File: src/rtl/mem_copy_pkg.sv
// Shared types and helpers for the mem_copy_dma block mover.
package mem_copy_pkg;

  typedef enum logic [1:0] {
    ST_IDLE  = 2'd0,
    ST_RUN   = 2'd1,
    ST_DRAIN = 2'd2
  } state_e;

  localparam logic MODE_COPY  = 1'b0;
  localparam logic MODE_CLEAR = 1'b1;

  function automatic int unsigned lanes_of(input int unsigned data_w,
                                           input int unsigned elem_w);
    return data_w / elem_w;
  endfunction

  function automatic int unsigned addr_w_of(input int unsigned depth);
    return (depth > 1) ? $clog2(depth) : 1;
  endfunction

endpackage

File: src/rtl/mem_copy_dly.sv
// RD_LAT-stage shift register carrying {valid, index} from read issue to write.
module mem_copy_dly
  import mem_copy_pkg::*;
#(
  parameter int unsigned RD_LAT = 1,
  parameter int unsigned IDX_W  = 7
) (
  input  logic             clk,
  input  logic             i_clr,
  input  logic             i_v,
  input  logic [IDX_W-1:0] i_idx,
  output logic             o_v,
  output logic [IDX_W-1:0] o_idx
);

  logic [IDX_W:0] stage_q [RD_LAT];
  logic [IDX_W:0] stage_d [RD_LAT];

  always_comb begin
    stage_d[0] = {i_v, i_idx};
    for (int unsigned s = 1; s < RD_LAT; s++) begin
      stage_d[s] = stage_q[s-1];
    end
  end

  always_ff @(posedge clk) begin
    if (i_clr) begin
      for (int unsigned s = 0; s < RD_LAT; s++) begin
        stage_q[s] <= '0;
      end
    end else begin
      for (int unsigned s = 0; s < RD_LAT; s++) begin
        stage_q[s] <= stage_d[s];
      end
    end
  end

  assign {o_v, o_idx} = stage_q[RD_LAT-1];

endmodule

File: src/rtl/mem_copy_dma.sv
// BRAM-to-BRAM block mover with COPY/CLEAR modes, abort and range checking.
// Optional MEM_COPY_RELU_EN: COPY clamps negative signed lanes to zero.
module mem_copy_dma
  import mem_copy_pkg::*;
#(
  parameter  int unsigned DATA_W = 32,
  parameter  int unsigned I_F_BW = 8,
  parameter  int unsigned DEPTH  = 100,
  parameter  int unsigned RD_LAT = 1,
  localparam int unsigned ADDR_W = addr_w_of(DEPTH)
) (
  input  logic              clk,
  input  logic              areset,
  input  logic              i_run,
  input  logic              i_mode,
  input  logic [ADDR_W-1:0] i_src_base,
  input  logic [ADDR_W-1:0] i_dst_base,
  input  logic [ADDR_W:0]   i_len,
  input  logic              i_abort,
  input  logic              i_clr_err,
  output logic              o_idle,
  output logic              o_run,
  output logic              o_en_err,
  output logic              o_ot_done,
  output logic [ADDR_W-1:0] b_o_src_addr,
  output logic              b_o_src_ce,
  input  logic [DATA_W-1:0] b_i_src_q,
  output logic [ADDR_W-1:0] b_o_dst_addr,
  output logic              b_o_dst_ce,
  output logic              b_o_dst_we,
  output logic [DATA_W-1:0] b_o_dst_d
);

  localparam int unsigned LANES = lanes_of(DATA_W, I_F_BW);
  localparam int unsigned RW    = ADDR_W + 2;
  localparam int unsigned CNT_W = (RD_LAT > 1) ? $clog2(RD_LAT) : 1;
  localparam logic [RW-1:0]    DEPTH_W    = RW'(DEPTH);
  localparam logic [CNT_W-1:0] DRAIN_LAST = CNT_W'(RD_LAT - 1);

  state_e            state_q, state_d;
  logic              mode_q, mode_d;
  logic [ADDR_W:0]   len_q, len_d;
  logic [ADDR_W-1:0] dst_base_q, dst_base_d;
  logic [ADDR_W-1:0] src_addr_q, src_addr_d;
  logic              src_ce_q, src_ce_d;
  logic              iss_v_q, iss_v_d;
  logic [ADDR_W-1:0] idx_q, idx_d;
  logic [CNT_W-1:0]  drain_q, drain_d;
  logic              done_q, done_d;
  logic              err_q, err_d;

  logic [RW-1:0]     src_end, dst_end;
  logic              start_ok, last_issue, bad_run, abort_go;
  logic              wr_v, wr_go;
  logic [ADDR_W-1:0] wr_idx;
  logic [DATA_W-1:0] copy_data;

  always_comb begin
    src_end    = RW'(i_src_base) + RW'(i_len);
    dst_end    = RW'(i_dst_base) + RW'(i_len);
    start_ok   = (i_len != '0) && (src_end <= DEPTH_W) && (dst_end <= DEPTH_W);
    last_issue = ((RW'(idx_q) + RW'(1)) == RW'(len_q));
    abort_go   = i_abort && (state_q != ST_IDLE);
    bad_run    = i_run && ((state_q != ST_IDLE) || !start_ok);

    state_d    = state_q;
    mode_d     = mode_q;
    len_d      = len_q;
    dst_base_d = dst_base_q;
    src_addr_d = src_addr_q;
    src_ce_d   = src_ce_q;
    iss_v_d    = iss_v_q;
    idx_d      = idx_q;
    drain_d    = drain_q;
    done_d     = 1'b0;

    // a new error outranks a simultaneous clear
    err_d = err_q;
    if (i_clr_err) err_d = 1'b0;
    if (bad_run)   err_d = 1'b1;

    unique case (state_q)
      ST_IDLE: begin
        if (i_run && start_ok) begin
          state_d    = ST_RUN;
          mode_d     = i_mode;
          len_d      = i_len;
          dst_base_d = i_dst_base;
          src_addr_d = i_src_base;
          src_ce_d   = (i_mode == MODE_COPY);
          iss_v_d    = 1'b1;
          idx_d      = '0;
        end
      end
      ST_RUN: begin
        if (last_issue) begin
          state_d  = ST_DRAIN;
          src_ce_d = 1'b0;
          iss_v_d  = 1'b0;
          drain_d  = '0;
        end else begin
          idx_d      = idx_q + ADDR_W'(1);
          src_addr_d = src_addr_q + ADDR_W'(1);
        end
      end
      ST_DRAIN: begin
        if (drain_q == DRAIN_LAST) begin
          state_d = ST_IDLE;
          done_d  = 1'b1;
        end else begin
          drain_d = drain_q + CNT_W'(1);
        end
      end
      default: state_d = ST_IDLE;
    endcase

    if (abort_go) begin
      state_d  = ST_IDLE;
      src_ce_d = 1'b0;
      iss_v_d  = 1'b0;
      done_d   = 1'b0;
    end
  end

  always_ff @(posedge clk) begin
    if (areset) begin
      state_q    <= ST_IDLE;
      mode_q     <= MODE_COPY;
      len_q      <= '0;
      dst_base_q <= '0;
      src_addr_q <= '0;
      src_ce_q   <= 1'b0;
      iss_v_q    <= 1'b0;
      idx_q      <= '0;
      drain_q    <= '0;
      done_q     <= 1'b0;
      err_q      <= 1'b0;
    end else begin
      state_q    <= state_d;
      mode_q     <= mode_d;
      len_q      <= len_d;
      dst_base_q <= dst_base_d;
      src_addr_q <= src_addr_d;
      src_ce_q   <= src_ce_d;
      iss_v_q    <= iss_v_d;
      idx_q      <= idx_d;
      drain_q    <= drain_d;
      done_q     <= done_d;
      err_q      <= err_d;
    end
  end

  mem_copy_dly #(
    .RD_LAT (RD_LAT),
    .IDX_W  (ADDR_W)
  ) u_dly (
    .clk   (clk),
    .i_clr (areset | abort_go),
    .i_v   (iss_v_q),
    .i_idx (idx_q),
    .o_v   (wr_v),
    .o_idx (wr_idx)
  );

  always_comb begin
    copy_data = b_i_src_q;
    for (int unsigned l = 0; l < LANES; l++) begin
`ifdef MEM_COPY_RELU_EN
      if (b_i_src_q[l*I_F_BW + I_F_BW - 1]) copy_data[l*I_F_BW +: I_F_BW] = '0;
`else
      copy_data[l*I_F_BW +: I_F_BW] = b_i_src_q[l*I_F_BW +: I_F_BW];
`endif
    end
  end

  // the write stage is combinational off the delay line, so reset must mask it
  assign wr_go        = wr_v && !areset;
  assign b_o_dst_we   = wr_go;
  assign b_o_dst_ce   = wr_go;
  assign b_o_dst_addr = dst_base_q + wr_idx;
  assign b_o_dst_d    = (!wr_go || mode_q == MODE_CLEAR) ? '0 : copy_data;

  assign b_o_src_addr = src_addr_q;
  assign b_o_src_ce   = src_ce_q;
  assign o_idle       = (state_q == ST_IDLE);
  assign o_run        = (state_q == ST_RUN) || (state_q == ST_DRAIN);
  assign o_en_err     = err_q;
  assign o_ot_done    = done_q;

endmodule

File: config.mk
export PLATFORM = sky130hd
export DESIGN_NAME = mem_copy_dma
export DESIGN_NICKNAME = d
export VERILOG_FILES = /design/src/rtl/mem_copy_pkg.sv /design/src/rtl/mem_copy_dly.sv /design/src/rtl/mem_copy_dma.sv
export SDC_FILE = /design/constraint.sdc
export NUM_CORES = 1
export LEC_CHECK = 0
export CORE_MARGIN = 2
export CORE_UTILIZATION = 35
export CTS_BUF_LIST = sky130_fd_sc_hd__clkbuf_8
export DETAILED_ROUTE_END_ITERATION = 10
export PLACE_DENSITY = 0.63
export SYNTH_ARGS = -nofsm -noshare
export SYNTH_HDL_FRONTEND = slang
export SYNTH_SLANG_ARGS = --single-unit
File: constraint.sdc
create_clock -name clk -period 5.65 [get_ports clk]
set_input_delay 0.565 -clock clk [delete_from_list [all_inputs] [get_ports clk]]
set_output_delay 0.565 -clock clk [all_outputs]
set_load 0.02 [all_outputs]
==> metrics.txt <==
outcome=complete, no violations; post-synthesis sequential element count=44; clock sinks=44; Critical Path Sink Type=flip-flop; fin crit share=0.693; Crit path required time=5.84 ns; RSZ-0062 raised after global routing=false; synth-to-layout area growth=37.9%; remaining routing DRC violations=0; DR pass1 iterations=4; Top FF cell, synth=dfxtp_1; port bufs=112; Mapped Avg Cell Area=8.34 µm²; Max stage delay cell, worst path=clkdlybuf4s50_1; Slew headroom=0.436; final hold violations=0; antenna violations before repair=0; worst min-delay path class=reg2reg; Final HPWL DP=8000 µm; Detail Route Antenna Nets=0; Async SR Flop Fraction=0; Placement Cell Area=4670 µm²; hold_sp=iss_v_q; Clk pin slew, worst setup/hold paths=0.09 ns; WL/cell=15.5 µm; largest net degree at the start of global routing=33; Skew-Pair Late Insertion Delay=0.30 ns; vias in the first global route=3,341; Root Buffer=clkbuf_8; Post-synth EDFFs=0; Total GRT Usage=0.191; kind of start point of the critical path=input pin; Total Nets Final=605; fin crit period=3.91 ns; post-cts repair resize count=0; RD Place Congestion=0.845; Setup TNS=0 ns; Setup Viol. Count Final=0; list of most frequent post-synthesis cells=44 x dfxtp_1, 42 x and2_1, 38 x nor2_1; Detailed Route Iter0 Violations=174; sequential share of the synthesized area=0.254; # hold bufs at CTS=0; die area=10,700 µm²; crit-path cells=clkdlybuf4s50_1 > ha_1 > fa_1 > a211oi_2 > o21ai_1 > and3b_4 > o41ai_4 > o2111ai_4 > nor3_4 > buf_4 > mux2i_1 > nor2_1; post-route setup slack=1.74 ns; Setup Fix Bufs, Post-CTS=0; crit path DAT=4.10 ns; worst vdd ir=0.0905 mV; top cells by area, synth=dfxtp_1 25%, ha_1 9.0%, and2_1 7.6%; Synth cell types=66; Setup CP Type=in2reg; Leakage=1.84 nW; Initial Util=0.358; global route total overflow=0; cell count after synthesis=416; CP Max Fanout=15; f_max=256 MHz; pre-CTS WS=1.45 ns; Synth Net Count=504; die width=104 µm; CP Launch Point=i_len[0]; Power, Total=0.810 mW; Vias/cell=5.13; layout cells sized above 1=0.0502; crit-path max cell delay=0.48 ns; I/O pin cnt=113; clk buf depth=2; Mapped Area=3470 µm²; Buffers & Inverters on Critical Path=2; htree depth=2; Tightest Pin Transition=0.846 ns; design area=4780 µm²; CTS tree=done; Worst Skew=0.00484 ns; core region area=9680 µm²; Power Density=169 nW/µm²; count leader, synth=dfxtp_1; Top delay family on crit path=compound AO/OA/AOI/OAI gates; Ant. Diodes=0; area leader, netlist=dfxtp_1; first-pass GRT wire length=17,000 µm; vias=3,340; Std-Cell Rows=36; WHS=0.465 ns; Synthesis Warnings=0; Slew Limit Fails=0; die height=104 µm; Max Cap Viol=0; worst r2r src=state_q[1]; CTS buffer count=5; drt total wl=10,100 µm; post-synth top area share=0.254
worst reg2reg max path: cells and delay by family, from the launching register on:
kind            cells  cell delay [ns]
compound gates      2             0.86
simple gates        3             0.85
buf+inv             2             0.46
fa+ha+maj           1             0.61
flops               1             0.34
cells in the final DEF (no fill, tap or decap), types with 3 or more instances in the layout:
| cell type | netlist | final |
|---|---|---|
| a2111oi_0 | 3 | 3 |
| clkbuf_8 | 0 | 5 |
| fa_1 | 3 | 3 |
| dfxtp_1 | 44 | 44 |
| a2bb2oi_1 | 3 | 3 |
| and2_1 | 42 | 42 |
| o21ai_0 | 12 | 12 |
| nor3b_1 | 3 | 3 |
| a31oi_1 | 5 | 5 |
| o21ai_1 | 3 | 3 |
| o2bb2ai_1 | 3 | 3 |
| o211ai_1 | 4 | 4 |
| buf_4 | 1 | 4 |
| nand2_1 | 28 | 28 |
| nand3_1 | 9 | 9 |
| nand4_1 | 3 | 3 |
| a21oi_1 | 21 | 21 |
| mux2i_1 | 18 | 18 |
| o31ai_1 | 5 | 5 |
| nand3b_1 | 3 | 3 |
| a211oi_2 | 4 | 4 |
| xnor2_1 | 9 | 9 |
| clkdlybuf4s50_1 | 0 | 112 |
| ha_1 | 25 | 25 |
| a21o_1 | 8 | 8 |
| inv_1 | 19 | 19 |
| nor4_1 | 3 | 3 |
| nor2b_1 | 5 | 5 |
| nor3_1 | 10 | 10 |
| o21bai_1 | 3 | 3 |
| xor2_1 | 11 | 11 |
| and3_1 | 5 | 5 |
| nor2_1 | 38 | 38 |
| o21a_1 | 3 | 3 |
worst paths after layout:
check	cells after the start	to	slack [ns]
worst min-delay path	2	u_dly.stage_q[0][7]	0.47
worst max register to register	8	b_o_src_addr[3]	2.47
worst min register to register	2	u_dly.stage_q[0][7]	0.47
worst max-delay path	12	len_q[6]	1.74
layout make-up:
class                      count  area [µm²]
sequential                    44         881
clock buffer                   5        68.8
timing repair buffer         116        1150
fill                         950        4900
clock inverter                 3        46.3
tap                          133         166
inverter                      19        71.3
multi-input combinational    331        2400
layer usage:
metal	global-route usage	part of all wire	up-vias
li1	-	-	1688
met4	0.0425	0.012	0
met2	0.339	0.51	90
met5	0	0	-
met1	0.241	0.44	1553
met3	0.0352	0.044	9
cells by family (layout without fill, tap and decap cells):
logic type / Yosys count / in the layout / share of synthesized area
XOR/XNOR: 20 / 20 / 0.0505
AO/OA/AOI/OAI: 102 / 102 / 0.228
buffers and inverters: 41 / 143 / 0.0548
flip-flops: 44 / 44 / 0.254
AND/OR/NAND/NOR: 162 / 162 / 0.250
adder cells (fa/ha/maj): 28 / 28 / 0.108
multiplexers: 19 / 19 / 0.0552
state kept, by name (all words and copies together) (netlist names):
name	cells
idx_q	7
o_ot_done	1
o_en_err	1
iss_v_q	1
b_o_src_addr	7
dst_base_q	7
len_q	8
b_o_src_ce	1
state_q	2
mode_q	1
u_dly.stage_q	8
stage by stage:
stage / util / instances
detailed placement: 0.482 / 643
CTS: 0.494 / 651
finish: 0.494 / 651
global placement: 0.482 / 643
global route: 0.494 / 651
floorplan: - / 416
where the power goes:
part	total, mW	switching, mW	internal (mW)
Sequential	0.327	0.00854	0.319
Clock	0.255	0.121	0.133
Combinational	0.228	0.117	0.110
No activity file was read; power rests on OpenSTA's default activity.
